## config.mk

```make
export PLATFORM = sky130hd
export DESIGN_NAME = jtkicker_psgwr
export DESIGN_NICKNAME = d
export VERILOG_FILES = /design/src/rtl/jtkicker_psgwr_pkg.sv /design/src/rtl/jtkicker_psgwr_ch.sv /design/src/rtl/jtkicker_psgwr.sv
export SDC_FILE = /design/constraint.sdc
export NUM_CORES = 1
export LEC_CHECK = 0
export BUFFER_PORTS_ARGS = -buffer_cell sky130_fd_sc_hd__buf_2
export CAP_MARGIN = 20
export CORE_MARGIN = 1
export CORE_UTILIZATION = 50
export CTS_BUF_LIST = sky130_fd_sc_hd__clkbuf_8
export DETAILED_ROUTE_END_ITERATION = 12
export PLACE_DENSITY = 0.71
export SLEW_MARGIN = 20
export SYNTH_ARGS = -nofsm -noshare
export SYNTH_HDL_FRONTEND = slang
export SYNTH_SLANG_ARGS = --single-unit
```

## constraint.sdc

```tcl
create_clock -name clk -period 2.3 [get_ports clk]
set_input_delay 0.46 -clock clk [delete_from_list [all_inputs] [get_ports clk]]
set_output_delay 0.46 -clock clk [all_outputs]
set_load 0.01 [all_outputs]
```

## src/rtl/jtkicker_psgwr_pkg.sv

```systemverilog
`default_nettype none
// ============================================================================
//  Module      : jtkicker_psgwr_pkg
//  Description : Shared types and defaults for the Kicker PSG write sequencer.
//                The FSM state encoding is common to both channels.
//  Revision    : 1.0 - initial release
// ============================================================================
package jtkicker_psgwr_pkg;

  // Per-channel handshake phases
  typedef enum logic [1:0] {
    ST_IDLE    = 2'd0,
    ST_SETUP   = 2'd1,
    ST_STROBE  = 2'd2,
    ST_RELEASE = 2'd3
  } psg_state_t;

  localparam int c_AW_DEF    = 2;   // FIFO address width, depth = 2**AW
  localparam int c_TMO_W_DEF = 10;  // ready-timeout counter width (ti_cen ticks)

endpackage
`default_nettype wire

```

## src/rtl/jtkicker_psgwr_ch.sv

```systemverilog
`default_nettype none
// ============================================================================
//  Module      : jtkicker_psgwr_ch
//  Description : One PSG write channel: byte FIFO plus the cs_n/wr_n
//                handshake FSM aligned to the chip clock enable.
//                Optional ready timeout: JTKICKER_PSGWR_TIMEOUT_EN.
//  Revision    : 1.0 - initial release
// ============================================================================
module jtkicker_psgwr_ch
  import jtkicker_psgwr_pkg::*;
#(
  parameter int AW    = c_AW_DEF,
  parameter int TMO_W = c_TMO_W_DEF
) (
  input  logic       clk,
  input  logic       rstn,
  input  logic       cpu_cen_i,
  input  logic       wr_i,
  input  logic [7:0] din_i,
  input  logic       ti_cen_i,
  input  logic       ti_ready_i,
  output logic       cs_n_o,
  output logic       wr_n_o,
  output logic [7:0] dout_o,
  output logic       busy_o,
  output logic       ovf_o,
  output logic       tmo_o
);

  localparam int c_DEPTH = 1 << AW;

  logic [7:0]    mem_q [c_DEPTH];
  logic [AW-1:0] wptr_q;
  logic [AW-1:0] rptr_q;
  logic [AW:0]   cnt_q;
  logic [AW:0]   cnt_d;
  logic          ovf_q;

  psg_state_t    state_q;
  logic          cs_n_q;
  logic          wr_n_q;
  logic [7:0]    dout_q;
  logic          armed_q;   // a ti_cen tick has been seen since entering RELEASE

  logic w_push;
  logic w_pop;
  logic w_empty;
  logic w_full;
  logic w_wr_en;
  logic w_rel_ok;

  assign w_push   = cpu_cen_i & wr_i;
  // The head byte leaves the FIFO only when its strobe ends
  assign w_pop    = (state_q == ST_STROBE) & ti_cen_i;
  assign w_empty  = (cnt_q == '0);
  assign w_full   = (cnt_q == (AW+1)'(c_DEPTH));
  // A full FIFO still accepts a byte when the head leaves on the same edge
  assign w_wr_en  = w_push & (~w_full | w_pop);
  assign w_rel_ok = ti_ready_i & (armed_q | ti_cen_i);

  // Occupancy next-state from push/pop
  always_comb begin
    cnt_d = cnt_q;
    case ({w_wr_en, w_pop})
      2'b10:   cnt_d = cnt_q + 1'b1;
      2'b01:   cnt_d = cnt_q - 1'b1;
      default: cnt_d = cnt_q;
    endcase
  end

  // FIFO storage; contents are discarded logically by the pointer reset
  always_ff @(posedge clk) begin
    if (w_wr_en) mem_q[wptr_q] <= din_i;
  end

  // FIFO pointers, occupancy and sticky overflow flag
  always_ff @(posedge clk) begin
    if (!rstn) begin
      wptr_q <= '0;
      rptr_q <= '0;
      cnt_q  <= '0;
      ovf_q  <= 1'b0;
    end else begin
      if (w_wr_en) wptr_q <= wptr_q + 1'b1;
      if (w_pop)   rptr_q <= rptr_q + 1'b1;
      cnt_q <= cnt_d;
      if (w_push & w_full & ~w_pop) ovf_q <= 1'b1;
    end
  end

`ifdef JTKICKER_PSGWR_TIMEOUT_EN
  // Value one tick before all-ones: the next not-ready tick expires the wait
  localparam logic [TMO_W-1:0] c_TMO_LAST = ~TMO_W'(1);
  logic [TMO_W-1:0] tmo_cnt_q;
  logic             tmo_q;
  logic             w_tmo_hit;
  assign w_tmo_hit = ti_cen_i & ~ti_ready_i & (tmo_cnt_q == c_TMO_LAST);
  assign tmo_o     = tmo_q;
`else
  // No timeout logic; the flag is constant low for any counter width
  localparam logic c_TMO_OFF = (TMO_W < 0);
  assign tmo_o = c_TMO_OFF;
`endif

  // Handshake FSM with registered chip-side outputs
  always_ff @(posedge clk) begin
    if (!rstn) begin
      state_q   <= ST_IDLE;
      cs_n_q    <= 1'b1;
      wr_n_q    <= 1'b1;
      dout_q    <= 8'h00;
      armed_q   <= 1'b0;
`ifdef JTKICKER_PSGWR_TIMEOUT_EN
      tmo_cnt_q <= '0;
      tmo_q     <= 1'b0;
`endif
    end else begin
      case (state_q)
        ST_IDLE: begin
          if (!w_empty) begin
            dout_q  <= mem_q[rptr_q];
            cs_n_q  <= 1'b0;
            state_q <= ST_SETUP;
          end
        end
        ST_SETUP: begin
          if (ti_cen_i) begin
            wr_n_q  <= 1'b0;
            state_q <= ST_STROBE;
          end
        end
        ST_STROBE: begin
          if (ti_cen_i) begin
            cs_n_q    <= 1'b1;
            wr_n_q    <= 1'b1;
            armed_q   <= 1'b0;
`ifdef JTKICKER_PSGWR_TIMEOUT_EN
            tmo_cnt_q <= '0;
`endif
            state_q   <= ST_RELEASE;
          end
        end
        ST_RELEASE: begin
          if (ti_cen_i) armed_q <= 1'b1;
          if (w_rel_ok) begin
            state_q <= ST_IDLE;
          end
`ifdef JTKICKER_PSGWR_TIMEOUT_EN
          else if (w_tmo_hit) begin
            tmo_q   <= 1'b1;
            state_q <= ST_IDLE;
          end else if (ti_cen_i & ~ti_ready_i) begin
            tmo_cnt_q <= tmo_cnt_q + 1'b1;
          end
`endif
        end
        default: state_q <= ST_IDLE;
      endcase
    end
  end

  assign cs_n_o = cs_n_q;
  assign wr_n_o = wr_n_q;
  assign dout_o = dout_q;
  assign busy_o = ~w_empty | (state_q != ST_IDLE);
  assign ovf_o  = ovf_q;

endmodule
`default_nettype wire

```

## src/rtl/jtkicker_psgwr.sv

```systemverilog
`default_nettype none
// ============================================================================
//  Module      : jtkicker_psgwr
//  Description : Write sequencer for the two Kicker SN76489 PSGs. Each chip
//                has an independent FIFO-fed handshake channel.
//                Optional ready timeout: JTKICKER_PSGWR_TIMEOUT_EN.
//  Revision    : 1.0 - initial release
// ============================================================================
module jtkicker_psgwr
  import jtkicker_psgwr_pkg::*;
#(
  parameter int AW    = c_AW_DEF,
  parameter int TMO_W = c_TMO_W_DEF
) (
  input  logic       clk,
  input  logic       rstn,
  input  logic       cpu_cen,
  input  logic       wr1,
  input  logic       wr2,
  input  logic [7:0] din,
  input  logic       ti1_cen,
  input  logic       ti2_cen,
  input  logic       ti1_ready,
  input  logic       ti2_ready,
  output logic       ti1_cs_n,
  output logic       ti1_wr_n,
  output logic [7:0] ti1_dout,
  output logic       ti2_cs_n,
  output logic       ti2_wr_n,
  output logic [7:0] ti2_dout,
  output logic [1:0] busy,
  output logic [1:0] ovf,
  output logic [1:0] tmo
);

  jtkicker_psgwr_ch #(.AW(AW), .TMO_W(TMO_W)) u_ch1 (
    .clk        (clk),
    .rstn       (rstn),
    .cpu_cen_i  (cpu_cen),
    .wr_i       (wr1),
    .din_i      (din),
    .ti_cen_i   (ti1_cen),
    .ti_ready_i (ti1_ready),
    .cs_n_o     (ti1_cs_n),
    .wr_n_o     (ti1_wr_n),
    .dout_o     (ti1_dout),
    .busy_o     (busy[0]),
    .ovf_o      (ovf[0]),
    .tmo_o      (tmo[0])
  );

  jtkicker_psgwr_ch #(.AW(AW), .TMO_W(TMO_W)) u_ch2 (
    .clk        (clk),
    .rstn       (rstn),
    .cpu_cen_i  (cpu_cen),
    .wr_i       (wr2),
    .din_i      (din),
    .ti_cen_i   (ti2_cen),
    .ti_ready_i (ti2_ready),
    .cs_n_o     (ti2_cs_n),
    .wr_n_o     (ti2_wr_n),
    .dout_o     (ti2_dout),
    .busy_o     (busy[1]),
    .ovf_o      (ovf[1]),
    .tmo_o      (tmo[1])
  );

endmodule
`default_nettype wire

```

# Word level (Yosys, flattened, before mapping)
# Memories as Yosys holds them, arrays and structs flattened. A register that Yosys moved wholly into a read port is not among the register bits.
# Index checks and enable logic that the tools add are counted.
# word_totals
register_bits,26
mem_bits_rw,64
in_bits,17
out_inout_bits,26
elab_cells,126
n_memories,2
# memory_table
name,words,word_bits,rd,rd_clocked_by_memory_dff,write_ports,line_no,source
u_ch1.mem_q,4,8,1,1,1,jtkicker_psgwr_ch.sv:32,logic [7:0] mem_q [c_DEPTH];
u_ch2.mem_q,4,8,1,1,1,jtkicker_psgwr_ch.sv:32,
# classes
addsub,8
n_eq_ne,22
muxes,28
bitwise,24
reduce_logical,26
# ops
op,n
2-bit nonzero test,10
3-bit AND reduction,6
2-bit 2-to-1 mux,8
"2-bit != test, second input constant",8
2-bit case mux with 4 select lines,2
1-bit AND,12
"2-bit == test, second input constant",6
1-bit case mux with 2 select lines,6
3-bit case mux with 2 select lines,2
1-bit 2-to-1 mux,10
"2-bit by 1-bit adder with 2-bit output, second input constant",4
"2-bit by 1-bit == test with 1-bit output, second input constant",4
4-bit AND reduction,2
"3-bit by 1-bit adder with 3-bit output, second input constant",2
"3-bit == test, second input constant",2
3-bit zero test,2
1-bit inverter,6
1-bit OR,6
"3-bit by 1-bit subtractor with 3-bit output, second input constant",2
2-bit zero test,2
"2-bit by 1-bit != test with 1-bit output, second input constant",2
2-bit AND reduction,2
1-bit zero test,2

# Depth between registers and ports, before layout
# Gate-level depths: netlist of run 1.
# depth
ltp_word,6
ltp_mapped,9
mapped_depth_nobuf,9

# Cells and area by module
# From an unflattened synthesis of run 1, not the netlist that was laid out.
# unflattened
cells_unflattened,304
area_unflattened_um2,4347.9
# modules_own_cells
module,instances,cells_per_inst,area_per_inst_um2,seq_area_each_um2
jtkicker_psgwr_ch at u_ch1,1,142,2175.8,1381.3
jtkicker_psgwr_ch at u_ch2,1,162,2172.1,1381.3

# Worst setup path after synthesis of run 1
# Ideal clock, no wire load.
# synth_timing
kind,reg-to-reg
from,reg u_ch2.state_q[0]
to,reg u_ch2.cnt_q[2]
setup_ns,0.068
arrival_time_ns,2.115
path_slack_ns,0.118
stages_incl_launch_ff,10
synth_period_minus_slack_ns,2.182
path_cell_list,dfxtp_1 > inv_1 > ha_1 > and2_4 > buf_6 > nand2_1 > fa_1 > or4_4 > a21o_1 > a21oi_2
# synth_via
elab_chain_cells,6
elab_cells_between_ends,8
classes_between,eq/ne (3); mux (1); bitwise (3); reduce/logical (1)
# synth_lines
item,line_no,source
from (decl),jtkicker_psgwr_ch.sv:39,psg_state_t state_q;
from (signal assigned),jtkicker_psgwr_ch.sv:108,state_q <= ST_IDLE;
from (signal assigned),jtkicker_psgwr_ch.sv:123,state_q <= ST_SETUP;
from (signal assigned),jtkicker_psgwr_ch.sv:129,state_q <= ST_STROBE;
2-bit == test *,jtkicker_psgwr_ch.sv:54,assign w_pop = (state_q == ST_STROBE) & ti_cen_i;
1-bit AND *,jtkicker_psgwr_ch.sv:54,
1-bit OR,jtkicker_psgwr_ch.sv:58,assign w_wr_en = w_push & (~w_full | w_pop);
1-bit AND,jtkicker_psgwr_ch.sv:58,
2-bit by 1-bit == test with 1-bit output or 2-bit == test (tied branches),jtkicker_psgwr_ch.sv:64,"case ({w_wr_en, w_pop})"
3-bit case mux with 2 select lines or 2-bit nonzero test (tied branches),--,
to (signal assigned),jtkicker_psgwr_ch.sv:86,cnt_q <= cnt_d;
to (decl),jtkicker_psgwr_ch.sv:35,logic [AW:0] cnt_q;
# Mark *: on every way between the ends. The rest lies on a longest branch, timed or not.
# A chain may end at the register's enable or synchronous reset.

# Final worst setup path of run 1
# layout_timing
from,reg u_ch2.state_q[1]
to,out busy[1]
# layout_via
elab_chain_cells,2
# layout_lines
item,line_no,source
2-bit nonzero test,jtkicker_psgwr_ch.sv:165,assign busy_o = ~w_empty | (state_q != ST_IDLE);
1-bit OR,jtkicker_psgwr_ch.sv:165,
to (decl),jtkicker_psgwr.sv:31,"output logic [1:0] busy,"
# Every way passes these cells.

==> results of run 1 <==
-- flip-flops by register name, indices dropped and copies added (netlist names), 2 cells and up --
signal	count
u_ch1.cnt_q	3
u_ch1.dout_o	8
u_ch1.mem_q	32
u_ch1.rptr_q	2
u_ch1.state_q	2
u_ch1.wptr_q	2
u_ch2.cnt_q	3
u_ch2.dout_o	8
u_ch2.mem_q	32
u_ch2.rptr_q	2
u_ch2.state_q	2
u_ch2.wptr_q	2
-- critical path: cells and delay by family (launching register included) --
| family | cells | cell delay (ns) |
|---|---|---|
| adder cells (fa/ha/maj) | 1 | 0.25 |
| buffers and inverters | 2 | 0.28 |
| flip-flops | 1 | 0.35 |
| AND/OR/NAND/NOR | 1 | 0.54 |
-- per-stage QoR --
stage / cell area [um2] / utilization [%] / hold WS (ns) / worst slack (ns)
floorplan: 4382 / - / 0.4380 / 0.1178
global placement: 4667 / 55.96 / 0.4280 / 0.1903
detailed placement: 4667 / 55.96 / 0.4368 / 0.09134
CTS: 4896 / 58.70 / 0.3467 / 0.04528
global route: 4915 / 58.93 / 0.3603 / -0.01778
finish: 4915 / 58.93 / 0.3686 / 0.06731
-- logic make-up (layout without fill, tap and decap cells) --
| family | count (synthesis) | count (layout) | synth area share (%) |
|---|---|---|---|
| multiplexers | 18 | 18 | 8.688 |
| XOR/XNOR | 6 | 6 | 1.200 |
| AND/OR/NAND/NOR | 83 | 83 | 9.260 |
| flip-flops | 106 | 106 | 63.10 |
| buffers and inverters | 49 | 95 | 5.001 |
| other | 1 | 2 | 0.08566 |
| adder cells (fa/ha/maj) | 18 | 18 | 5.487 |
| AO/OA/AOI/OAI | 46 | 46 | 7.173 |
-- power groups by stage --
| stage | clock network [mW] | registers, mW | logic, mW |
|---|---|---|---|
| after floorplan | 0 | 2.48 | 0.843 |
| after global placement | 0 | 2.45 | 1.17 |
| after detailed placement | 0 | 2.47 | 1.19 |
| after CTS | 1.29 | 2.42 | 1.21 |
| after global routing | 1.37 | 2.47 | 1.37 |
| final | 1.26 | 2.42 | 1.22 |
-- area by class of cell --
type	instances	area [um2]	share of cell area (%)
timing repair buffer	47	252.7	5.143
sequential	106	2763	56.21
tap	105	131.4	2.673
clock buffer	9	123.9	2.520
clock inverter	7	98.84	2.011
inverter	32	120.1	2.444
multi-input combinational	173	1425	29.00
-- repair_timing --
item | in CTS | in global routing
endpoints found under the setup margin | 1 | 4
endpoints found under the hold margin | 0 | 0
resized for setup | 2 | 5
cloned | 0 | 0
-- per-layer routing --
| metal | GRT usage (%) | up-vias |
|---|---|---|
| li1 | - | 1234 |
| met1 | 23.47 | 1204 |
| met2 | 28.69 | 31 |
| met3 | 2.871 | 10 |
| met4 | 7.836 | 0 |
| met5 | 0 | - |
-- layout by cell type, fill, tap and decap left out, types with 3 or more instances in the layout --
master	synthesis	layout
sky130_fd_sc_hd__ha_1	16	14
sky130_fd_sc_hd__nand3_1	11	11
sky130_fd_sc_hd__nor2_1	17	17
sky130_fd_sc_hd__dfxtp_1	42	42
sky130_fd_sc_hd__buf_4	6	7
sky130_fd_sc_hd__nor3_1	3	3
sky130_fd_sc_hd__mux4_2	16	16
sky130_fd_sc_hd__clkbuf_8	0	9
sky130_fd_sc_hd__o21ai_0	18	18
sky130_fd_sc_hd__nand2_1	30	29
sky130_fd_sc_hd__xnor2_1	4	4
sky130_fd_sc_hd__a21oi_1	7	6
sky130_fd_sc_hd__buf_2	4	40
sky130_fd_sc_hd__and2_1	9	9
sky130_fd_sc_hd__nor3b_1	3	3
sky130_fd_sc_hd__inv_1	32	32
sky130_fd_sc_hd__edfxtp_1	64	64
sky130_fd_sc_hd__o31ai_1	4	4
-- worst max-delay path by stage --
stage / from / to / depth (start not counted) / slack [ns]
global route: u_ch2.state_q[1]$_SDFFE_PN0P_ / busy[1] / 4 / -0.02
detailed placement: u_ch1.state_q[0]$_SDFFE_PN0P_ / u_ch1.cnt_q[2]$_SDFFE_PN0P_ / 9 / 0.09
CTS: u_ch1.state_q[1]$_SDFFE_PN0P_ / busy[0] / 4 / 0.05
floorplan: u_ch2.state_q[0]$_SDFFE_PN0P_ / u_ch2.cnt_q[2]$_SDFFE_PN0P_ / 9 / 0.12
finish: u_ch2.state_q[1]$_SDFFE_PN0P_ / busy[1] / 4 / 0.07
global placement: u_ch2.state_q[0]$_SDFFE_PN0P_ / u_ch2.cnt_q[2]$_SDFFE_PN0P_ / 8 / 0.19
==> out/metrics.json, run 1 <==
{
  "highest-signal-layer": "met4",
  "synthFlopType": "sky130_fd_sc_hd__edfxtp_1",
  "cts_root_buffer": "sky130_fd_sc_hd__clkbuf_8",
  "fmax_mhz": 447.9,
  "report.final.slew_viol_count": 0,
  "flip_flop_and_latch_count_after_synthesis": 106,
  "first_global_vias": 2364,
  "vdd_drop_max_uv": 314.8,
  "timing.hold.worst.class": "in -> reg",
  "clk_transition_reported_paths_ns": 0.11,
  "yosys_warnings": 0,
  "postCtsSetupBuffers": 0,
  "synth_top_area_share_pct": 43.90,
  "flow.area_growth_from_synthesis_pct": 12.26,
  "drt_iter0_markers": 120,
  "r2r_start": "u_ch2.state_q[0]$_SDFFE_PN0P_",
  "report.final.hold_viol_count": 0,
  "layout_worst_path_cycle_share_pct": 97.07,
  "row_count": 33,
  "arrival_ns": 1.77,
  "share_of_final_layout_standard_cells_stronger_than_drive_strength_1_pct": 24.60,
  "wl_met1_um": 3383,
  "hpwl_after_detailed_placement_um": 4952,
  "via_per_inst": 5.175,
  "grt_first_pass_wirelength_um": 11610,
  "critPathCaptureType": "primary output",
  "holdPathEnd": "u_ch2.mem_q[1][4]$_DFFE_PP_",
  "synth.yosys.seq_area_share_pct": 63.10,
  "post_synth.cell_area_avg_um2": 13.39,
  "worst_setup_start_kind": "register",
  "fin_tns_setup_ns": 0,
  "design.die.area_mm2": 0.009134,
  "crit_type": "reg -> out",
  "slew_headroom_pct": 56.43,
  "unrepaired_setup_endpoints_after_global_routing": "yes",
  "regToRegSetupSlack_ns": 0.11,
  "finalNonFillerCells": 479,
  "grt_util_all_layers_pct": 17.67,
  "worst_r2r_path_depth": 8,
  "synth.most_common_cell": "sky130_fd_sc_hd__edfxtp_1",
  "detailroute.via_count": 2479,
  "clockPowerShare_pct": 25.7,
  "power.switching_fraction_pct": 30.06,
  "total_leakage_power_nw": 1.847,
  "power_mw": 4.899,
  "dieWidth_um": 95.57,
  "min-delay-start": "din[4]",
  "post_synth_main_area_contributors": "sky130_fd_sc_hd__edfxtp_1, sky130_fd_sc_hd__dfxtp_1, sky130_fd_sc_hd__mux4_2",
  "post_synth_inst_count": 327,
  "p_int_mw": 3.426,
  "drt_pass1_iterations": 4,
  "starting_density_pct": 52.49,
  "cts-root-to-sink-buffers": 2,
  "netlist-cell-type-count": 43,
  "p_seq_share_pct": 49.4,
  "placement.io_buffers": 40,
  "grt_overflow_total": 0,
  "setup_viol": 0,
  "routability_congestion": 0.7668,
  "grt_antenna_before_repair": 0,
  "synth_edf_count": 64,
  "clock_insertion_delay_at_the_later_pin_of_the_skew_report_ns": 0.37,
  "hold_bufs_at_cts": 0,
  "num_io_pins": 43,
  "die_y_um": 95.57,
  "cts.sink_count": 106,
  "status": "complete, no violations",
  "net-switching-power_mw": 1.473,
  "worstMarginPinSlew_ns": 0.6526,
  "floorplan.core_area_mm2": 0.008341,
  "routed-wl-met3_um": 146,
  "syn_area_mm2": 0.004378,
  "largest_net_degree_at_the_start_of_global_routing": 25,
  "cells_along_the_critical_path": "inv_1, ha_2, or4b_4, buf_2",
  "comb_power_share_pct": 24.9,
  "number_of_h_tree_branching_levels": 3,
  "synthDominantAreaCellType": "sky130_fd_sc_hd__edfxtp_1",
  "antennaDiodeCount": 0,
  "post_drt_wl_per_cell_um": 15.22,
  "filler_cell_count": 653,
  "design.final.nets": 404,
  "critical_path.slowest_cell": "sky130_fd_sc_hd__or4b_4",
  "cts_tree": "built",
  "crit_path_max_incr_delay_ns": 0.54,
  "critical_path.max_fanout": 6,
  "whs_path_depth": 1,
  "max_cap_viol_count": 0,
  "critical_path.reg2reg.endpoint": "u_ch2.cnt_q[2]$_SDFFE_PN0P_",
  "met2RoutedLength_um": 3640,
  "placed_cells": 463,
  "power_density_mw_per_mm2": 996.8,
  "yosys-top-cells-count": "sky130_fd_sc_hd__edfxtp_1, sky130_fd_sc_hd__dfxtp_1, sky130_fd_sc_hd__inv_1, sky130_fd_sc_hd__nand2_1, sky130_fd_sc_hd__o21ai_0",
  "worst_clock_skew_ns": 0.01450,
  "async_reset_ff_share_pct": 0,
  "postRouteAntennaNets": 0,
  "post-route-drc-count": 0,
  "finalCriticalPeriod_ns": 2.233,
  "critical_path_required_ns": 1.84,
  "route.final.wire_length_um": 7289,
  "tritoncts.num_buffers": 9
}
No activity file was read; power rests on OpenSTA's default activity.
==> run 2, diff against run 1 <==
Settings changed: CORE_ASPECT_RATIO set to 0.8, RECOVER_POWER set to 50.
==> run 2 against run 1 <==
Compared with the run above: cell area fell by 0.41%; worst setup slack got worse by 0.036 ns; sequential cell count unchanged; sequential power about the same; clock power about the same; global-route usage up 1.0 points; critical path type unchanged.
==> out/metrics.json, run 2 (same netlist as run 1, synthesis figures left out) <==
{
  "placed_cells": {"value": 472, "change": "+1.9%"},
  "detailroute.via_count": {"value": 2531, "change": "+2.1%"},
  "cts_tree": "built",
  "num_io_pins": {"value": 43, "change": "unchanged"},
  "report.final.hold_viol_count": {"value": 0, "change": "unchanged"},
  "floorplan.core_area": {"value": 0.008483, "unit": "mm2", "change": "+1.7%"},
  "route.final.wire_length": {"value": 7826, "unit": "um", "change": "+7.4%"},
  "arrival": {"value": 1.81, "unit": "ns", "change": "+0.04 ns"},
  "post-route-drc-count": {"value": 0, "change": "unchanged"},
  "row_count": {"value": 30, "change": "-9.1%"},
  "largest_registers_in_the_final_layout": "u_ch1.mem_q (32), u_ch2.mem_q (32)",
  "share_of_final_layout_standard_cells_stronger_than_drive_strength_1": {"value": 16.49, "unit": "%", "change": "-8.1 points"},
  "finalCriticalPeriod": {"value": 2.269, "unit": "ns", "change": "+0.03591 ns"},
  "design.final.nets": {"value": 406, "change": "+0.50%"},
  "setup_viol": {"value": 0, "change": "unchanged"},
  "unrepaired_setup_endpoints_after_global_routing": "yes",
  "tritoncts.num_buffers": {"value": 9, "change": "unchanged"},
  "timing.hold.worst.class": "in -> reg",
  "antennaDiodeCount": {"value": 0, "change": "unchanged"},
  "worstMarginPinSlew": {"value": 0.6218, "unit": "ns", "change": "-0.03085 ns"},
  "number_of_buffers_and_inverters_on_the_critical_path": {"value": 2, "change": "unchanged"},
  "power_density": {"value": 998.1, "unit": "mW/mm2", "change": "+0.13%"},
  "die_y": {"value": 85.70, "unit": "um", "change": "-10%"},
  "timing.final.ws_setup": {"value": 0.03140, "unit": "ns", "change": "-0.03591 ns"},
  "critical_path.max_fanout": {"value": 6, "change": "unchanged"},
  "crit_path_end": "busy[1]",
  "status": "complete, no violations",
  "finalNonFillerCells": {"value": 488, "change": "+1.9%"},
  "grt_overflow_total": {"value": 0, "change": "unchanged"},
  "max_cap_viol_count": {"value": 0, "change": "unchanged"},
  "worst_setup_start_kind": "register",
  "routability_congestion": {"value": 0.7324, "change": "-4.5%"},
  "dieWidth": {"value": 106.6, "unit": "um", "change": "+12%"},
  "slew_headroom": {"value": 58.49, "unit": "%", "change": "+2.1 points"},
  "clock_insertion_delay_at_the_later_pin_of_the_skew_report": {"value": 0.36, "unit": "ns", "change": "about the same"},
  "layout_common_cells": "sky130_fd_sc_hd__edfxtp_1, sky130_fd_sc_hd__dfxtp_1, sky130_fd_sc_hd__inv_1",
  "crit_type": "reg -> out",
  "first_global_vias": {"value": 2513, "change": "+6.3%"},
  "grt_first_pass_wirelength": {"value": 12630, "unit": "um", "change": "+8.7%"},
  "worst_clock_skew": {"value": 0.01570, "unit": "ns", "change": "+0.001199 ns"},
  "postRouteAntennaNets": {"value": 0, "change": "unchanged"},
  "placement.io_buffers": {"value": 40, "change": "unchanged"},
  "critical_path.slowest_cell": "sky130_fd_sc_hd__or4b_4",
  "power": {"value": 4.886, "unit": "mW", "change": "-0.28%"},
  "cells_along_the_critical_path": "inv_1, ha_2, or4b_4, buf_2",
  "critical_path.reg2reg.endpoint": "u_ch2.cnt_q[2]$_SDFFE_PN0P_",
  "crit_path_max_incr_delay": {"value": 0.55, "unit": "ns", "change": "about the same"},
  "cts-root-to-sink-buffers": {"value": 2, "change": "unchanged"},
  "timing.critical_path.from": "u_ch2.state_q[1]$_SDFFE_PN0P_",
  "critPathCaptureType": "primary output",
  "regToRegSetupSlack": {"value": 0.09, "unit": "ns", "change": "-0.02 ns"},
  "vdd_drop_max": {"value": 404.0, "unit": "uV", "change": "+28%"},
  "worst_r2r_path_depth": {"value": 8, "change": "unchanged"},
  "hpwl_after_detailed_placement": {"value": 5415, "unit": "um", "change": "+9.3%"},
  "fin_hold_ws": {"value": 0.4256, "unit": "ns", "change": "+0.05705 ns"},
  "report.final.slew_viol_count": {"value": 0, "change": "unchanged"},
  "layout_commonest_cell": "sky130_fd_sc_hd__edfxtp_1",
  "largest_net_degree_at_the_start_of_global_routing": {"value": 19, "change": "-24%"},
  "cp.depth": {"value": 4, "change": "unchanged"},
  "layout_worst_path_cycle_share": {"value": 98.63, "unit": "%", "change": "+1.6 points"},
  "grt_util_all_layers": {"value": 18.70, "unit": "%", "change": "+1.0 points"},
  "drt_pass1_iterations": {"value": 4, "change": "unchanged"},
  "r2r_start": "u_ch2.state_q[0]$_SDFFE_PN0P_",
  "post_drt_wl_per_cell": {"value": 16.04, "unit": "um", "change": "+5.4%"},
  "number_of_h_tree_branching_levels": {"value": 3, "change": "unchanged"},
  "design.die.area": {"value": 0.009136, "unit": "mm2", "change": "about the same"},
  "critical_path_required": {"value": 1.84, "unit": "ns", "change": "about the same"},
  "hold_bufs_at_cts": {"value": 0, "change": "unchanged"},
  "via_per_inst": {"value": 5.186, "change": "+0.21%"},
  "drt_iter0_markers": {"value": 106, "change": "-12%"},
  "detailedPlace.worstSlack": {"value": 0.06039, "unit": "ns", "change": "-0.03095 ns"},
  "cts_root_buffer": "sky130_fd_sc_hd__clkbuf_8",
  "critPathTopFamily": "simple AND/OR/NAND/NOR gates",
  "starting_density": {"value": 51.61, "unit": "%", "change": "-0.88 points"},
  "total_leakage_power": {"value": 1.751, "unit": "nW", "change": "-5.2%"},
  "grt_antenna_before_repair": {"value": 0, "change": "unchanged"},
  "flow.area_growth_from_synthesis_pct": 11.80,
  "fin_tns_setup": {"value": 0, "unit": "ns", "change": "unchanged"},
  "fmax": {"value": 440.8, "unit": "MHz", "change": "-1.6%"},
  "clk_transition_reported_paths": {"value": 0.11, "unit": "ns", "change": "about the same"},
  "cts.sink_count": {"value": 106, "change": "unchanged"}
}
[run 2: changes by cell type in the layout (fill, tap and decap cells not counted)]
cell and change:
sky130_fd_sc_hd__buf_2 -30, sky130_fd_sc_hd__buf_4 +1, sky130_fd_sc_hd__and2_1 -1, sky130_fd_sc_hd__nand2_2 -1
sky130_fd_sc_hd__and2_0 +1, sky130_fd_sc_hd__nand2_1 +1, sky130_fd_sc_hd__clkbuf_1 +31
[run 2: worst min-delay path by stage]
stage,start,to,slack (ns),cells past startpoint
2_1_floorplan,u_ch1.ovf_o$_SDFFE_PN0P_,u_ch1.ovf_o$_SDFFE_PN0P_,0.44,2
3_3_place_gp,u_ch2.dout_o[0]$_SDFFE_PN0P_,u_ch2.dout_o[0]$_SDFFE_PN0P_,0.43,2
3_5_place_dp,u_ch2.dout_o[7]$_SDFFE_PN0P_,u_ch2.dout_o[7]$_SDFFE_PN0P_,0.44,2
4_1_cts,din[4],u_ch1.mem_q[2][4]$_DFFE_PP_,0.38,1
5_1_grt,ti2_cen,u_ch2.armed_q$_SDFFE_PN0P_,0.43,3
6_report,ti1_cen,u_ch1.wr_n_o$_SDFFE_PN1P_,0.43,4
[run 2: per-layer routing]
layer | wire (um) | track usage, %
met5 | 0 | 0
met4 | 74 | 6.351
met3 | 285 | 3.647
met2 | 3699 | 30.03
met1 | 3767 | 25.78
[run 2: what timing repair did]
| item | CTS | global route |
|---|---|---|
| pin swaps | 0 | 1 |
| buffers inserted | 0 | 0 |
| endpoints found under the setup margin | 2 | 4 |
| cloned | 0 | 0 |
| gates resized for setup | 4 | 2 |
[run 2: layout make-up]
class | count | area (um2)
Timing Repair Buffer | 49 | 226.5
Inverter | 32 | 120.1
Clock inverter | 7 | 98.84
Tap cell | 112 | 140.1
Multi-Input combinational cell | 173 | 1423
Fill cell | 732 | 3588
Clock buffer | 9 | 123.9
Sequential cell | 106 | 2763
[run 2: tightest hold or removal path: cells and delay by family]
family / cells / cell delay, ns
buffers and inverters: 1 / 0.13
and+or+nand+nor: 3 / 0.17
[run 2: power by group]
| group | leakage, nW | switching [mW] | internal, mW | total [mW] |
|---|---|---|---|---|
| Clock | 0.110 | 0.636 | 0.621 | 1.26 |
| Combinational | 0.716 | 0.706 | 0.505 | 1.21 |
| Sequential | 0.925 | 0.159 | 2.26 | 2.42 |
[run 2: through the flow]
stage | cell area (um2) | util [%]
2_1_floorplan | 4382 | -
3_3_place_gp | 4691 | 55.30
3_5_place_dp | 4691 | 55.30
4_1_cts | 4926 | 58.07
5_1_grt | 4895 | 57.70
6_report | 4895 | 57.70
==> run 3, diff against run 2 <==
Settings changed: ABC_AREA set to 1, SYNTH_HIERARCHICAL set to 1.
==> run 3 against run 2 <==
Compared with the run above: first-iteration DRC count up 120%; sequential cell count is the same; global-route usage up 1.7 points; utilization about the same; clock-buffer cell count did not move; non-clock buffer count up 3; critical endpoint is now u_ch1/cnt_q[2]$_SDFFE_PN0P_; largest power group unchanged; highest routed layer unchanged.
==> out/metrics.json, run 3 <==
{
  "netlist-cell-type-count": {"value": 30, "change": "-30%"},
  "largest_net_degree_at_the_start_of_global_routing": {"value": 38, "change": "+19"},
  "hpwl_after_detailed_placement": {"value": 6256, "unit": "um", "change": "+16%"},
  "drt_pass1_iterations": {"value": 5, "change": "+1"},
  "fin_hold_ws": {"value": 0.3917, "unit": "ns", "change": "-0.03395 ns"},
  "placed_cells": {"value": 623, "change": "+32%"},
  "worstMarginPinSlew": {"value": 0.6043, "unit": "ns", "change": "-0.01746 ns"},
  "postRouteAntennaNets": {"value": 0, "change": "unchanged"},
  "critical_path.slowest_cell": "sky130_fd_sc_hd__fa_1",
  "status": "complete, no violations",
  "timing.hold.worst.class": "in -> reg",
  "post_synth.cell_area_avg": {"value": 9.709, "unit": "um2", "change": "-27%"},
  "synth_edf_count": {"value": 64, "change": "unchanged"},
  "synthFlopType": "sky130_fd_sc_hd__edfxtp_1",
  "critPathCaptureType": "register",
  "clk_transition_reported_paths": {"value": 0.09, "unit": "ns", "change": "-0.02 ns"},
  "synth.most_common_cell": "sky130_fd_sc_hd__nor2_1",
  "route.final.wire_length": {"value": 8929, "unit": "um", "change": "+14%"},
  "dieWidth": {"value": 109.3, "unit": "um", "change": "+2.5%"},
  "r2r_start": "u_ch1/state_q[0]$_SDFFE_PN0P_",
  "finalNonFillerCells": {"value": 639, "change": "+31%"},
  "slew_headroom": {"value": 59.71, "unit": "%", "change": "+1.2 points"},
  "layout_worst_path_cycle_share": {"value": 89.92, "unit": "%", "change": "-8.7 points"},
  "critPathTopFamily": "adder cells",
  "tritoncts.num_buffers": {"value": 9, "change": "unchanged"},
  "detailedPlace.worstSlack": {"value": 0.2268, "unit": "ns", "change": "+0.1665 ns"},
  "max_cap_viol_count": {"value": 0, "change": "unchanged"},
  "timing.critical_path.from": "u_ch1/state_q[0]$_SDFFE_PN0P_",
  "synthesis.nets": 510,
  "timing.critical_path.mode_cell": "sky130_fd_sc_hd__nor2_1",
  "worst_setup_start_kind": "register",
  "layout_commonest_cell": "sky130_fd_sc_hd__nor2_1",
  "design.final.nets": {"value": 558, "change": "+37%"},
  "arrival": {"value": 2.37, "unit": "ns", "change": "+0.56 ns"},
  "grt_util_all_layers": {"value": 20.43, "unit": "%", "change": "+1.7 points"},
  "cts-root-to-sink-buffers": {"value": 2, "change": "unchanged"},
  "timing.final.ws_setup": {"value": 0.2317, "unit": "ns", "change": "+0.2003 ns"},
  "report.final.hold_viol_count": {"value": 0, "change": "unchanged"},
  "floorplan.core_area": {"value": 0.008708, "unit": "mm2", "change": "+2.7%"},
  "post-route-drc-count": {"value": 0, "change": "unchanged"},
  "layout_common_cells": "sky130_fd_sc_hd__nor2_1, sky130_fd_sc_hd__edfxtp_1, sky130_fd_sc_hd__nand2_1",
  "grt_first_pass_wirelength": {"value": 14380, "unit": "um", "change": "+14%"},
  "num_io_pins": {"value": 43, "change": "unchanged"},
  "cts.sink_count": {"value": 106, "change": "unchanged"},
  "synthDominantAreaCellType": "sky130_fd_sc_hd__edfxtp_1",
  "post-route-cell-area": {"value": 0.005021, "unit": "mm2", "change": "+2.6%"},
  "flip_flop_and_latch_count_after_synthesis": {"value": 106, "change": "unchanged"},
  "number_of_buffers_and_inverters_on_the_critical_path": {"value": 1, "change": "-1"},
  "drt_iter0_markers": {"value": 233, "change": "+120%"},
  "cts_tree": "built",
  "crit_path_max_incr_delay": {"value": 0.39, "unit": "ns", "change": "-0.16 ns"},
  "dpl-instance-area": {"value": 0.004908, "unit": "mm2", "change": "+4.6%"},
  "fin_tns_setup": {"value": 0, "unit": "ns", "change": "unchanged"},
  "hold_bufs_at_cts": {"value": 0, "change": "unchanged"},
  "placement.io_buffers": {"value": 40, "change": "unchanged"},
  "row_count": {"value": 30, "change": "unchanged"},
  "critical_path.max_fanout": {"value": 8, "change": "+2"},
  "flow.area_growth_from_synthesis_pct": 9.108,
  "fmax": {"value": 483.5, "unit": "MHz", "change": "+9.7%"},
  "starting_density": {"value": 52.84, "unit": "%", "change": "+1.2 points"},
  "yosys_warnings": {"value": 6, "change": "+6"},
  "min-delay-start": "ti2_cen",
  "routability_congestion": {"value": 0.8262, "change": "+13%"},
  "post_synth_main_area_contributors": "sky130_fd_sc_hd__edfxtp_1, sky130_fd_sc_hd__dfxtp_1, sky130_fd_sc_hd__nor2_1",
  "power_density": {"value": 943.4, "unit": "mW/mm2", "change": "-5.5%"},
  "crit_type": "reg -> reg",
  "synth_top_area_share": {"value": 41.76, "unit": "%", "change": "-2.1 points"},
  "finalCriticalPeriod": {"value": 2.068, "unit": "ns", "change": "-0.2003 ns"},
  "grt_overflow_total": {"value": 0, "change": "unchanged"},
  "setup_viol": {"value": 0, "change": "unchanged"},
  "yosys-top-cells-count": "sky130_fd_sc_hd__nor2_1, sky130_fd_sc_hd__edfxtp_1, sky130_fd_sc_hd__nand2_1, sky130_fd_sc_hd__o21ai_0, sky130_fd_sc_hd__inv_1",
  "cts_root_buffer": "sky130_fd_sc_hd__clkbuf_8",
  "grt_antenna_before_repair": {"value": 0, "change": "unchanged"},
  "total_leakage_power": {"value": 2.068, "unit": "nW", "change": "+18%"},
  "vdd_drop_max": {"value": 569.6, "unit": "uV", "change": "+41%"},
  "clock_insertion_delay_at_the_later_pin_of_the_skew_report": {"value": 0.37, "unit": "ns", "change": "about the same"},
  "unrepaired_setup_endpoints_after_global_routing": "no",
  "via_per_inst": {"value": 5.117, "change": "-1.3%"},
  "design.die.area": {"value": 0.009594, "unit": "mm2", "change": "+5.0%"},
  "worst_clock_skew": {"value": 0.01028, "unit": "ns", "change": "-0.005421 ns"},
  "detailroute.via_count": {"value": 3270, "change": "+29%"},
  "die_y": {"value": 87.81, "unit": "um", "change": "+2.5%"},
  "regToRegSetupSlack": {"value": 0.23, "unit": "ns", "change": "+0.14 ns"},
  "synth.yosys.seq_area_share": {"value": 60.03, "unit": "%", "change": "-3.1 points"},
  "number_of_h_tree_branching_levels": {"value": 3, "change": "unchanged"},
  "post_synth_inst_count": {"value": 474, "change": "+45%"},
  "critical_path_required": {"value": 2.61, "unit": "ns", "change": "+0.77 ns"},
  "syn_area": {"value": 0.004602, "unit": "mm2", "change": "+5.1%"},
  "first_global_vias": {"value": 3046, "change": "+21%"},
  "cells_along_the_critical_path": "inv_1, ha_2, nand2_2, nand3_2, nand2_4, ha_1, fa_1, nor2_1, nor2_1, nand2_1, o21ai_0, a21oi_1",
  "post_drt_wl_per_cell": {"value": 13.97, "unit": "um", "change": "-13%"},
  "share_of_final_layout_standard_cells_stronger_than_drive_strength_1": {"value": 9.867, "unit": "%", "change": "-6.6 points"},
  "report.final.slew_viol_count": {"value": 0, "change": "unchanged"},
  "async_reset_ff_share": {"value": 0, "unit": "%", "change": "unchanged"},
  "antennaDiodeCount": {"value": 0, "change": "unchanged"},
  "largest_registers_in_the_final_layout": "u_ch1/mem_q (32), u_ch2/mem_q (32)"
}
==> run 3: logic make-up after synthesis <==
group,count (synthesis),synth area share (%)
and+or+nand+nor,197,17.73
DFF,106,60.03
AOI/OAI and AO/OA,84,9.679
buffers and inverters,66,6.906
adders and majority gates,19,5.492
other,2,0.1632
==> run 3: timing repair <==
item / in CTS / in global routing
gates resized for setup: 0 / 1
buffers inserted: 0 / 0
endpoints found under the hold margin: 0 / 0
setup endpoints to repair: 0 / 1
==> run 3: cell type report <==
type / count / area [um2]
Clock buffer: 9 / 123.9
Clock inverter: 7 / 31.28
Fill cell: 779 / 3687
Inverter: 51 / 193.9
Multi-Input combinational cell: 302 / 1520
Sequential cell: 106 / 2763
Tap cell: 112 / 140.1
Timing Repair Buffer: 52 / 249.0
==> run 3: final timing paths <==
check,to,cells after the start
worst min register to register,u_ch2/wr_n_o$_SDFFE_PN1P_,2
worst max-delay path,u_ch1/cnt_q[2]$_SDFFE_PN0P_,12
worst max register to register,u_ch1/cnt_q[2]$_SDFFE_PN0P_,12
worst min-delay path,u_ch2/armed_q$_SDFFE_PN0P_,3
==> run 3: worst reg2reg max path, stage by stage, from the launching register on <==
cell	delay, ns
sky130_fd_sc_hd__dfxtp_1	0.34
sky130_fd_sc_hd__inv_1	0.10
sky130_fd_sc_hd__ha_2	0.22
sky130_fd_sc_hd__nand2_2	0.10
sky130_fd_sc_hd__nand3_2	0.12
sky130_fd_sc_hd__nand2_4	0.08
sky130_fd_sc_hd__ha_1	0.22
sky130_fd_sc_hd__fa_1	0.39
sky130_fd_sc_hd__nor2_1	0.11
sky130_fd_sc_hd__nor2_1	0.04
sky130_fd_sc_hd__nand2_1	0.07
sky130_fd_sc_hd__o21ai_0	0.08
sky130_fd_sc_hd__a21oi_1	0.14
==> run 3: where the power goes <==
group	switching [mW]	total (mW)	internal, mW
clock network	0.595	0.969	0.374
logic	0.878	1.35	0.473
registers	0.154	2.42	2.26
==> run 3: stage by stage <==
| step | total power, mW | util (%) |
|---|---|---|
| final | 4.737 | 57.66 |
| after global routing | 5.054 | 57.66 |
| after CTS | 4.807 | 58.15 |
| after detailed placement | 3.853 | 56.36 |
| after global placement | 3.799 | 56.36 |
| after floorplan | 3.457 | - |
==> run 3: per-layer routing <==
layer | global-route usage, % | up-vias | part of all wire [%]
met2 | 32.93 | 93 | 45
met1 | 27.00 | 1535 | 47
met3 | 6.696 | 7 | 6.5
met5 | 0 | - | 0
li1 | - | 1635 | -
met4 | 4.727 | 0 | 1.0
